--- config.mk ---
export PLATFORM = sky130hd
export DESIGN_NAME = if_fetch_unit
export DESIGN_NICKNAME = d
export VERILOG_FILES = /design/src/rtl/if_fetch_unit_pkg.sv /design/src/rtl/if_fetch_unit_icache_dm.sv /design/src/rtl/if_fetch_unit.sv
export SDC_FILE = /design/constraint.sdc
export NUM_CORES = 1
export LEC_CHECK = 0
export ABC_AREA = 1
export BUFFER_PORTS_ARGS = -buffer_cell sky130_fd_sc_hd__buf_2
export CELL_PAD_IN_SITES_DETAIL_PLACEMENT = 1
export CELL_PAD_IN_SITES_GLOBAL_PLACEMENT = 1
export CORE_MARGIN = 4
export CORE_UTILIZATION = 42
export DETAILED_ROUTE_END_ITERATION = 7
export GPL_ROUTABILITY_DRIVEN = 0
export PLACE_DENSITY_LB_ADDON = 0.1
export SYNTH_ARGS = -nofsm -noshare
export SYNTH_HDL_FRONTEND = slang
export SYNTH_SLANG_ARGS = --single-unit
--- constraint.sdc ---
create_clock -name clk -period 6.1 [get_ports clk]
set_input_delay 0.61 -clock clk [delete_from_list [all_inputs] [get_ports clk]]
set_output_delay 0.61 -clock clk [all_outputs]
set_load 0.01 [all_outputs]
--- src/rtl/if_fetch_unit_pkg.sv ---
// ---------------------------------------------------------------------------
// if_fetch_unit_pkg
// Shared definitions for the instruction-fetch responder:
//   - InstAddrBus / InstBus : address and instruction word widths
//   - IcacheIndexW          : default log2 of instruction-cache lines
//   - if_state_e            : fetch FSM encodings (IfIdle, IfFetch)
//   - byte_addr()           : byte address of byte idx within a fetch word
// Optional feature macro used by the users of this package: ICACHE_EN.
// ---------------------------------------------------------------------------
package if_fetch_unit_pkg;

  localparam int InstAddrBus  = 32;
  localparam int InstBus      = 32;
  localparam int IcacheIndexW = 4;

  typedef enum logic {
    IfIdle  = 1'b0,
    IfFetch = 1'b1
  } if_state_e;

  // Byte address arithmetic wraps modulo 2^32.
  function automatic logic [InstAddrBus-1:0] byte_addr(
    input logic [InstAddrBus-1:0] base,
    input logic [1:0]             idx
  );
    return base + {{(InstAddrBus-2){1'b0}}, idx};
  endfunction

endpackage

--- src/rtl/if_fetch_unit_icache_dm.sv ---
// ---------------------------------------------------------------------------
// icache_dm
// Direct-mapped instruction cache, one 32-bit word per line. Only compiled
// when ICACHE_EN is defined.
// Ports:
//   clk, rst            clock, asynchronous active-high reset (valid bits)
//   rd_index, rd_tag    lookup address split into index and tag
//   hit, rd_word        combinational lookup result
//   fill                write enable for one line
//   fill_index/tag/word line contents written on the rising edge
// Valid bits are cleared only by reset; there is no invalidation port.
// ---------------------------------------------------------------------------
`ifdef ICACHE_EN
module icache_dm
  import if_fetch_unit_pkg::*;
#(
  parameter int INDEX_W = IcacheIndexW,
  parameter int TAG_W   = InstAddrBus - IcacheIndexW - 2
) (
  input  logic               clk,
  input  logic               rst,
  input  logic [INDEX_W-1:0] rd_index,
  input  logic [TAG_W-1:0]   rd_tag,
  output logic               hit,
  output logic [InstBus-1:0] rd_word,
  input  logic               fill,
  input  logic [INDEX_W-1:0] fill_index,
  input  logic [TAG_W-1:0]   fill_tag,
  input  logic [InstBus-1:0] fill_word
);

  localparam int Lines = 1 << INDEX_W;

  logic [Lines-1:0]   line_valid;
  logic [TAG_W-1:0]   line_tag  [Lines];
  logic [InstBus-1:0] line_word [Lines];

  always_ff @(posedge clk or posedge rst) begin
    if (rst) begin
      line_valid <= '0;
    end else if (fill) begin
      line_valid[fill_index] <= 1'b1;
    end
  end

  // Tag and data arrays need no reset: they are qualified by line_valid.
  always_ff @(posedge clk) begin
    if (fill) begin
      line_tag[fill_index]  <= fill_tag;
      line_word[fill_index] <= fill_word;
    end
  end

  assign hit     = line_valid[rd_index] && (line_tag[rd_index] == rd_tag);
  assign rd_word = line_word[rd_index];

endmodule
`endif

--- src/rtl/if_fetch_unit.sv ---
// ---------------------------------------------------------------------------
// if_fetch_unit
// Instruction-fetch responder between the PC register and a byte-wide
// memory port. Assembles a little-endian 32-bit word from four byte reads,
// keeps the last completed word in a one-word buffer and stalls the pipeline
// until the word for the current pc is available.
// Optional feature: define ICACHE_EN to add a direct-mapped cache of
// 2^ICACHE_INDEX_W one-word lines (icache_dm), filled on every completed fetch.
// Ports:
//   clk, rst     clock, asynchronous active-high reset
//   ce, pc       fetch enable and word-aligned fetch address
//   mem_rdata    byte returned by memory
//   mem_rvalid   completes the outstanding byte request
//   mem_rd_req   byte read request, held until mem_rvalid
//   mem_addr     byte address, stable while mem_rd_req is high
//   inst         instruction word for pc (0 when not valid)
//   inst_valid   inst corresponds to the current pc
//   stall_req    stall request to the pipeline controller
// ---------------------------------------------------------------------------
module if_fetch_unit
  import if_fetch_unit_pkg::*;
#(
  parameter int ICACHE_INDEX_W = IcacheIndexW
) (
  input  logic                   clk,
  input  logic                   rst,
  input  logic                   ce,
  input  logic [InstAddrBus-1:0] pc,
  input  logic [7:0]             mem_rdata,
  input  logic                   mem_rvalid,
  output logic                   mem_rd_req,
  output logic [InstAddrBus-1:0] mem_addr,
  output logic [InstBus-1:0]     inst,
  output logic                   inst_valid,
  output logic                   stall_req
);

  localparam int TagW = InstAddrBus - ICACHE_INDEX_W - 2;

  if_state_e              state;
  logic [InstAddrBus-1:0] fetch_base;
  logic [1:0]             cnt;
  logic [23:0]            asm_word;
  logic                   abort_q;
  logic [InstBus-1:0]     buf_word;
  logic [InstAddrBus-1:0] buf_pc;
  logic                   buf_valid;

  logic                   buf_hit;
  logic                   cache_hit;
  logic [InstBus-1:0]     cache_word;
  logic                   word_ready;
  logic                   aborting;
  logic                   fill;
  logic [InstBus-1:0]     fill_word;

  assign buf_hit    = buf_valid && (buf_pc == pc);
  assign word_ready = ce && (buf_hit || cache_hit);

  // Once a redirect or ce drop is seen, the fetch stays aborted even if pc
  // returns to fetch_base before the outstanding byte arrives.
  assign aborting   = abort_q || !ce || (pc != fetch_base);

  // Byte 3 comes straight from the memory port, so the word is complete
  // in the cycle its last byte is accepted.
  assign fill       = (state == IfFetch) && mem_rvalid && !aborting && (cnt == 2'd3);
  assign fill_word  = {mem_rdata, asm_word};

  assign inst_valid = word_ready;
  assign inst       = !word_ready ? '0 : (cache_hit ? cache_word : buf_word);
  assign stall_req  = ce && !word_ready;

`ifdef ICACHE_EN
  logic cache_lookup_hit;

  icache_dm #(
    .INDEX_W (ICACHE_INDEX_W),
    .TAG_W   (TagW)
  ) u_icache (
    .clk        (clk),
    .rst        (rst),
    .rd_index   (pc[ICACHE_INDEX_W+1:2]),
    .rd_tag     (pc[InstAddrBus-1:ICACHE_INDEX_W+2]),
    .hit        (cache_lookup_hit),
    .rd_word    (cache_word),
    .fill       (fill),
    .fill_index (fetch_base[ICACHE_INDEX_W+1:2]),
    .fill_tag   (fetch_base[InstAddrBus-1:ICACHE_INDEX_W+2]),
    .fill_word  (fill_word)
  );

  assign cache_hit = cache_lookup_hit;
`else
  // No cache storage: these bits only feed the cache in the other build.
  logic [ICACHE_INDEX_W:0] cache_unused;

  assign cache_unused = {fill, pc[ICACHE_INDEX_W+1:2]};
  assign cache_hit    = 1'b0;
  assign cache_word   = '0;
`endif

  always_ff @(posedge clk or posedge rst) begin
    if (rst) begin
      state      <= IfIdle;
      mem_rd_req <= 1'b0;
      mem_addr   <= '0;
      fetch_base <= '0;
      cnt        <= 2'd0;
      asm_word   <= '0;
      abort_q    <= 1'b0;
      buf_word   <= '0;
      buf_pc     <= '0;
      buf_valid  <= 1'b0;
    end else begin
      case (state)
        IfIdle: begin
          if (ce && !word_ready) begin
            fetch_base <= pc;
            cnt        <= 2'd0;
            abort_q    <= 1'b0;
            mem_rd_req <= 1'b1;
            mem_addr   <= pc;
            state      <= IfFetch;
          end
        end

        IfFetch: begin
          if (mem_rvalid) begin
            if (aborting) begin
              // Outstanding byte is consumed and everything collected dropped.
              mem_rd_req <= 1'b0;
              abort_q    <= 1'b0;
              cnt        <= 2'd0;
              state      <= IfIdle;
            end else if (cnt == 2'd3) begin
              buf_word   <= fill_word;
              buf_pc     <= fetch_base;
              buf_valid  <= 1'b1;
              mem_rd_req <= 1'b0;
              cnt        <= 2'd0;
              state      <= IfIdle;
            end else begin
              case (cnt)
                2'd0:    asm_word[7:0]   <= mem_rdata;
                2'd1:    asm_word[15:8]  <= mem_rdata;
                default: asm_word[23:16] <= mem_rdata;
              endcase
              cnt      <= cnt + 2'd1;
              mem_addr <= byte_addr(fetch_base, cnt + 2'd1);
            end
          end else begin
            abort_q <= aborting;
          end
        end

        default: begin
          mem_rd_req <= 1'b0;
          state      <= IfIdle;
        end
      endcase
    end
  end

endmodule
==> results of run 1 <==
-- metal layers --
metal / up-vias / GRT usage [%]
li1: 4331 / -
met3: 35 / 4.00
met1: 4356 / 37.0
met2: 210 / 41.0
met5: - / 0
met4: 0 / 5.80
-- cells by family after synthesis --
logic type,count (synthesis)
AO/OA/AOI/OAI,112
XOR/XNOR,20
adder cells (fa/ha/maj),6
buffers and inverters,197
flip-flops,158
AND/OR/NAND/NOR,833
-- layout make-up --
cell class,count,share of cell area (%)
inverters,142,5.19
clock inverters,14,1.89
flip-flops and latches,158,38.1
multi-input cells,971,41.3
well taps,275,3.32
clock buffers,18,4.14
repair buffers,121,6.10
-- metrics by stage --
step	instances	hold WS, ns	worst slack (ns)
final	1699	0.240	2.47
after CTS	1699	0.271	2.52
after global routing	1699	0.289	2.22
after floorplan	1326	0.421	1.23
after global placement	1667	0.443	2.51
after detailed placement	1667	0.459	2.41
-- sequential cells by signal, summed over array words and instances, names as in the netlist --
name / cells
asm_word: 24
abort_q: 1
mem_rd_req: 1
buf_pc: 32
mem_addr: 32
buf_valid: 1
state: 1
fetch_base: 32
buf_word: 32
cnt: 2
-- worst max-delay path by stage --
stage | cells after the start | to | slack, ns
after floorplan | 1 | abort_q | 1.23
after global placement | 13 | buf_pc[14] | 2.51
after detailed placement | 13 | buf_pc[16] | 2.41
after CTS | 8 | buf_pc[6] | 2.52
after global routing | 8 | buf_pc[7] | 2.22
final | 8 | buf_pc[6] | 2.47
-- cell usage in the layout, fill, tap and decap left out, types with 10 or more instances in the layout --
cell | Yosys | routed
buf_2 | 13 | 110
buf_4 | 3 | 11
clkbuf_16 | 0 | 17
dfrtp_1 | 158 | 158
inv_1 | 124 | 123
inv_2 | 17 | 17
nand2_1 | 527 | 526
nand3_1 | 107 | 106
nand4_1 | 42 | 42
nor2_1 | 131 | 131
nor3_1 | 14 | 14
o21ai_0 | 74 | 74
o21ai_1 | 20 | 20
xnor2_1 | 10 | 10
xor2_1 | 10 | 10
-- power by group through the flow --
| stage | Clock (µW) | Sequential, µW | Combinational (µW) |
|---|---|---|---|
| final | 1160 | 1270 | 645 |
| after global routing | 1230 | 1290 | 735 |
| after CTS | 1170 | 1270 | 649 |
| after detailed placement | 0 | 1280 | 642 |
| after global placement | 0 | 1280 | 627 |
| after floorplan | 0 | 1280 | 395 |
==> flow_summary.yaml, run 1 <==
synth:
  synth-edff-count: 0
  synth-compound-area-share_pct: 6.41
  synth_ff_type: "dfrtp_1"
  synth_xor_area_share_pct: 1.95
  ys_seq_area_share_pct: 43.9
  yosys_warnings: 0
  yosysTopAreaCell: "dfrtp_1"
  synth_top_family_by_area: "simple AND/OR/NAND/NOR gates"
  syn_area_um2: 9000
  async_reset_ff_share_pct: 100
  synth_fa_ha_area_share_pct: 0.917
  synthCells: 1326
  yosys.area_share.simple_pct: 38.0
  synth_top_area_share_pct: 43.9
  yosysMostFrequentCell: "nand2_1"
  synth_area_leaders: "dfrtp_1 44%, nand2_1 22%, nand3_1 5.9%"
  ys_ff_latch: 158
  muxShareOfSynthArea_pct: 0
  synthesis.nets: 1376
  avgSynthCellArea_um2: 6.79
  ys_top_cells_by_count: "527 x nand2_1, 158 x dfrtp_1, 131 x nor2_1"
  yosys.cell_types.count: 31
final_layout:
  num-fill-cells: 2836
  regArea_um2: 3950
  syn2layout_area_growth_pct: 15.2
  finalInstanceArea_um2: 10400
  layout.nets: 1461
  multi_input_area_um2: 4280
  drive_above_1_share_pct: 12.4
  final_core_util_pct: 49.2
  diodes: 0
drt:
  via_per_inst: 5.26
  wl_per_cell_um: 17.5
  antenna_left: 0
  dr_wl_met2_um: 13600
  top_layer: "met4"
  drt-total-wl_um: 29800
  num_vias: 8932
  drt_iter0_drc: 555
  wl_met1_um: 14300
  first_pass_iters: 7
  wl_met3_um: 1480
  drc: 0
pwr:
  power_switching_uw: 1040
  peakVddDrop_uv: 178
  p_leak_uw: 0.00546
  p_sw_share_pct: 33.9
  power.density_nw_per_um2: 296
  internal_power_uw: 2030
  clkPwrFrac_pct: 37.7
  seq_power_share_pct: 41.3
  comb_power_share_pct: 21.0
  power_uw: 3070
worst_setup_path:
  arrival_ns: 3.90
  path_common_cell: "buf_4"
  crit_family: "buffers and inverters"
  critPathLaunchType: "register"
  crit_type: "reg2reg"
  worstSetupStartpoint: "state"
  slowest_delay_ns: 0.72
  reg2reg_to: "buf_pc[6]"
  r2r-start: "state"
  r2r_slack_ns: 2.47
  worstPathCellList: "buf_4 > nand2_1 > nor3_4 > buf_4 > nand2_2 > buf_4 > nand2_1 > o21ai_0"
  crit_buf_inv: 3
  cp_slowest_cell: "dfrtp_1"
  required_ns: 6.37
  rr_worst_depth: 8
  critical_path_peak_fanout: 75
  crit_path_end_kind: "register"
timing:
  fmax_mhz: 275
  worstMarginPinSlew_ns: 1.05
  period_needed_ns: 3.63
  rsz0062_at_grt: "no"
  setup_tns_ns: 0
  final.setup_skew_ns: 0.0133
  fin_crit_sh_pct: 59.5
  slew_violations: 0
  relSlewSlack_pct: 29.7
  hold_violations: 0
  setup_viol: 0
global_route:
  grt_pass1_wl_um: 49000
  grt_pass1_vias: 9142
  grt_max_degree: 102
  antenna_found_initial: 0
  grt_use_total_pct: 25.6
  grt_overflow: 0
floorplanning:
  fp.coreArea_um2: 21100
  ios: 111
  die_w_um: 154
  rows: 53
  dieArea_um2: 23800
  die_y_um: 154
  initial_core_util_pct: 42.7
clocking:
  cts_tree: "yes"
  post_cts_resized: 0
  cts.hold.buffers_added: 0
  cts_inserted_buffers: 17
  htree_num_levels: 4
  max-clock-path-buffers: 2
  clock_sinks: 158
  post_cts_buffers: 0
  path_clk_slew_ns: 0.07
  root_buffer: "clkbuf_16"
  clock_latency_ns: 0.44
flow_run:
  maxCapViolCount: 0
hold_path:
  hold_class: "in2async"
run_status:
  status: "finished, final reports clean"
place:
  portBuffers: 110
  dp_hpwl_um: 21300
  dpl_cell_area_um2: 9750
No activity file was read; power rests on OpenSTA's default activity.
==> run 2: changes to the inputs <==
- clock period: 6.1 -> 3.35 ns (I/O delays scaled with it)
==> flow_summary.yaml, run 2 (synthesis results as in run 1) <==
worst_setup_path:
  crit_type: "reg2reg"
  worstSetupStartpoint: "cnt[0]"
  critical_path_peak_fanout: 6
  r2r-start: "cnt[0]"
  reg2reg_to: "mem_addr[18]"
  required_ns: 3.73
  crit_path_end_kind: "register"
  r2r_slack_ns: 0.59
  arrival_ns: 3.13
  rr_worst_depth: 13
  critPathLaunchType: "register"
clocking:
  path_clk_slew_ns: 0.07
  post_cts_resized: 0
  post_cts_buffers: 0
  max-clock-path-buffers: 2
  clock_sinks: 158
  clock_latency_ns: 0.44
  cts_inserted_buffers: 17
  cts_tree: "yes"
  htree_num_levels: 4
  cts.hold.buffers_added: 0
  root_buffer: "clkbuf_16"
timing:
  period_needed_ns: 2.76
  fin_crit_sh_pct: 82.4
  worstMarginPinSlew_ns: 1.01
  setup_tns_ns: 0
  hold_violations: 0
  slew_violations: 0
  relSlewSlack_pct: 32.7
  fmax_mhz: 362
  final.setup_skew_ns: 0.0101
  rsz0062_at_grt: "no"
  setup_viol: 0
pwr:
  internal_power_uw: 3700
  comb_power_share_pct: 21.3
  power.density_nw_per_um2: 543
  seq_power_share_pct: 41.1
  clkPwrFrac_pct: 37.5
  power_switching_uw: 1940
  p_leak_uw: 0.00546
  p_sw_share_pct: 34.5
  peakVddDrop_uv: 342
drt:
  drt-total-wl_um: 30100
  num_vias: 8865
  drc: 0
  drt_iter0_drc: 622
  via_per_inst: 5.21
  wl_per_cell_um: 17.7
  first_pass_iters: 5
  antenna_left: 0
global_route:
  grt_pass1_vias: 8990
  grt_max_degree: 159
  grt_overflow: 0
  grt_use_total_pct: 25.9
  grt_pass1_wl_um: 49500
  antenna_found_initial: 0
place:
  dpl_cell_area_um2: 9770
  dp_hpwl_um: 21300
  dp.cells: 1668
  portBuffers: 110
floorplanning:
  fp.coreArea_um2: 21100
  die_w_um: 154
  rows: 53
  die_y_um: 154
  ios: 111
  initial_core_util_pct: 42.7
  dieArea_um2: 23800
final_layout:
  multi_input_area_um2: 4280
  final_cell_mix: "526 x nand2_1, 158 x dfrtp_1, 131 x nor2_1"
  num-fill-cells: 2821
  diodes: 0
  layout.nets: 1462
  layout_commonest_cell: "nand2_1"
  final_core_util_pct: 49.3
  fin_cells: 1700
  finalInstanceArea_um2: 10400
  syn2layout_area_growth_pct: 15.4
  regArea_um2: 3950
  drive_above_1_share_pct: 12.5
run_status:
  status: "finished, final reports clean"
flow_run:
  maxCapViolCount: 0
hold_path:
  hold_class: "in2async"
[run 2: changes by cell type in the layout (fill, tap and decap cells not counted), sizes merged]
| cell | previous run | this run |
|---|---|---|
| inv | 149 | 148 |
| buf | 121 | 122 |
| clkinv | 2 | 1 |
| clkinvlp | 2 | 4 |
[run 2: worst max-delay path by stage]
stage | to | slack [ns] | cells past startpoint
after detailed placement | mem_addr[18] | 0.61 | 13
after global routing | mem_addr[24] | 0.35 | 12
after floorplan | abort_q | 1.01 | 1
after global placement | mem_addr[24] | 0.78 | 12
after CTS | mem_addr[18] | 0.63 | 13
final | mem_addr[18] | 0.59 | 13
[run 2: worst max-delay path, cell delays in order, from the launching register on]
cell     delay [ns]
dfrtp_1        0.44
inv_1          0.09
ha_1           0.34
fa_1           0.22
nand3_1        0.13
nor2_1         0.34
nand2_1        0.17
nor3_2         0.42
nand2_1        0.13
nand2_1        0.09
nand3_1        0.06
o21ai_0        0.10
nand2_1        0.07
nand2_1        0.08
[run 2: final cells by class]
| class | instances | area share (%) |
|---|---|---|
| clock buffers | 18 | 4.13 |
| clock inverters | 14 | 1.85 |
| inverters | 142 | 5.17 |
| multi-input cells | 971 | 41.2 |
| flip-flops and latches | 158 | 38.0 |
| well taps | 275 | 3.31 |
| repair buffers | 122 | 6.29 |
[run 2: layer usage]
metal | part of all wire [%] | GRT usage, %
met3 | 4.0 | 3.05
met1 | 51 | 39.5
met2 | 44 | 39.6
met5 | 0 | 0
met4 | 1.1 | 5.47
[run 2: stage by stage]
| step | setup WS [ns] | total power, µW | hold WS (ns) |
|---|---|---|---|
| after global routing | 0.346 | 5930 | 0.204 |
| after CTS | 0.628 | 5670 | 0.178 |
| after global placement | 0.783 | 3500 | 0.441 |
| after detailed placement | 0.608 | 3540 | 0.446 |
| after floorplan | 1.01 | 3050 | 0.421 |
| final | 0.591 | 5640 | 0.0791 |
[run 2: power groups by stage]
stage / sequential (µW) / combinational [µW] / clock, µW
5_1_grt: 2350 / 1350 / 2230
4_1_cts: 2310 / 1210 / 2150
3_3_place_gp: 2340 / 1160 / 0
3_5_place_dp: 2350 / 1190 / 0
2_1_floorplan: 2330 / 719 / 0
6_report: 2320 / 1200 / 2120
==> run 3: changes to the inputs <==
- CORE_UTILIZATION: 42 -> 38
- clock period: 3.35 -> 2.3 ns (I/O delays scaled with it)
==> flow_summary.yaml, run 3 (synthesis results as in run 1) <==
worst_setup_path:
  crit_family: "simple AND/OR/NAND/NOR gates"
  arrival_ns: 2.09
  r2r_slack_ns: 0.13
  crit_type: "reg2out"
  slowest_delay_ns: 0.39
  critPathLaunchType: "register"
  cp_slowest_cell: "dfrtp_1"
  crit_path_end_kind: "output port"
  required_ns: 2.07
  crit_buf_inv: 4
  path_depth: 12
  r2r-start: "cnt[0]"
  reg2reg_to: "mem_addr[17]"
  worstPathCellList: "inv_1 > nand2_1 > nand2_1 > inv_1 > nand3_1 > nor2_2 > nand2_2 > nor2_4 > nand3_4 > clkbuf_16 > nor2_1 > buf_2"
  rr_worst_depth: 13
  critical_path_peak_fanout: 16
clocking:
  path_clk_slew_ns: 0.07
  max-clock-path-buffers: 2
  root_buffer: "clkbuf_16"
  clock_latency_ns: 0.44
  htree_num_levels: 4
  clock_sinks: 158
  cts_tree: "yes"
  cts_inserted_buffers: 17
timing:
  fmax_mhz: 431
  relSlewSlack_pct: 64.2
  fin_crit_sh_pct: 101
  rsz0062_at_grt: "yes"
  slew_violations: 0
  setup_viol: 11
  setup_tns_ns: -0.105
  final.setup_skew_ns: 0.0115
  layout_setup_ws_ns: -0.0218
  holdWs_ns: 0.104
  worstMarginPinSlew_ns: 0.535
  period_needed_ns: 2.32
  hold_violations: 0
drt:
  wl_per_cell_um: 17.7
  num_vias: 9175
  drt-total-wl_um: 31900
  drc: 0
  antenna_left: 0
  first_pass_iters: 5
  drt_iter0_drc: 654
  via_per_inst: 5.10
floorplanning:
  initial_core_util_pct: 38.5
  fp.coreArea_um2: 23400
  die_w_um: 162
  rows: 56
  ios: 111
  die_y_um: 162
  dieArea_um2: 26200
hold_path:
  hold_class: "in2reg"
  hold_end: "buf_word[28]"
  hold_depth: 3
  hp-start: "mem_rdata[4]"
global_route:
  grt_pass1_vias: 9387
  antenna_found_initial: 0
  grt_overflow: 0
  grt_pass1_wl_um: 51700
  grt_use_total_pct: 24.9
  grt_max_degree: 62
run_status:
  status: "finished with violations"
  violations: "setup timing"
final_layout:
  drive_above_1_share_pct: 19.5
  final_cell_mix: "520 x nand2_1, 154 x dfrtp_1, 121 x inv_1"
  syn2layout_area_growth_pct: 24.1
  num-fill-cells: 3084
  diodes: 0
  layout_commonest_cell: "nand2_1"
  layout.nets: 1517
place:
  dp_hpwl_um: 23500
  post-place-ws_ns: -0.226
  portBuffers: 110
flow_run:
  maxCapViolCount: 0
pwr:
  p_leak_uw: 0.00580
  power.density_nw_per_um2: 731
  peakVddDrop_uv: 481
-- run 3: worst max path at each step --
stage | slack (ns) | from | end
2_1_floorplan | 0.07 | rst | abort_q
3_3_place_gp | -0.15 | cnt[0] | mem_addr[28]
3_5_place_dp | -0.23 | cnt[1] | mem_addr[28]
4_1_cts | 0.006 | buf_pc[31] | inst[3]
5_1_grt | -0.18 | buf_pc[26] | inst[2]
6_report | -0.02 | buf_pc[31] | inst[31]
-- run 3: final cells by class --
cell class | instances | area, µm² | share of cell area [%]
inverter | 142 | 537 | 4.80
sequential | 158 | 3960 | 35.4
tap | 319 | 399 | 3.57
clock buffer | 18 | 429 | 3.84
timing repair buffer | 177 | 1210 | 10.9
clock inverter | 14 | 149 | 1.33
multi-input combinational | 971 | 4490 | 40.2
-- run 3: worst register-to-register path, stage by stage (launching register included) --
cell,delay (ns)
dfrtp_1,0.39
inv_2,0.09
ha_4,0.21
ha_1,0.27
nand3_1,0.07
nand2_1,0.08
buf_4,0.15
nand3_1,0.13
nor2_2,0.17
nand3_1,0.11
o21ai_0,0.15
o21ai_0,0.11
nand2_1,0.09
nand2_1,0.04
-- run 3: per-stage QoR --
step                      instances  total power (µW)  cell area, µm²  utilization [%]
after floorplan                1326              4440            9010                -
after global placement         1760              5250           10300             43.9
after detailed placement       1760              5290           10300             43.9
after CTS                      1795              8180           11000             46.9
after global routing           1799              8670           11200             47.8
final                          1799              8170           11200             47.8
-- run 3: report_power, final --
group | leakage (µW) | switching (µW) | internal (µW)
logic | 0.00342 | 1270 | 692
clock network | 0.000283 | 1330 | 1530
registers | 0.00209 | 282 | 3060
-- run 3: metal layers --
| metal | part of all wire [%] | global-route usage, % | wire [µm] |
|---|---|---|---|
| met3 | 4.7 | 3.10 | 1500 |
| met1 | 50 | 38.4 | 16000 |
| met5 | 0 | 0 | 0 |
| met2 | 44 | 37.7 | 14100 |
| met4 | 0.92 | 4.96 | 295 |
-- run 3: timing repair --
item,4_1_cts,5_1_grt
pin swaps,5,13
hold endpoints to repair,15,0
setup buffers,2,3
setup endpoints to repair,41,127
cloned,0,1
resized for setup,22,52
hold buffers,1,0
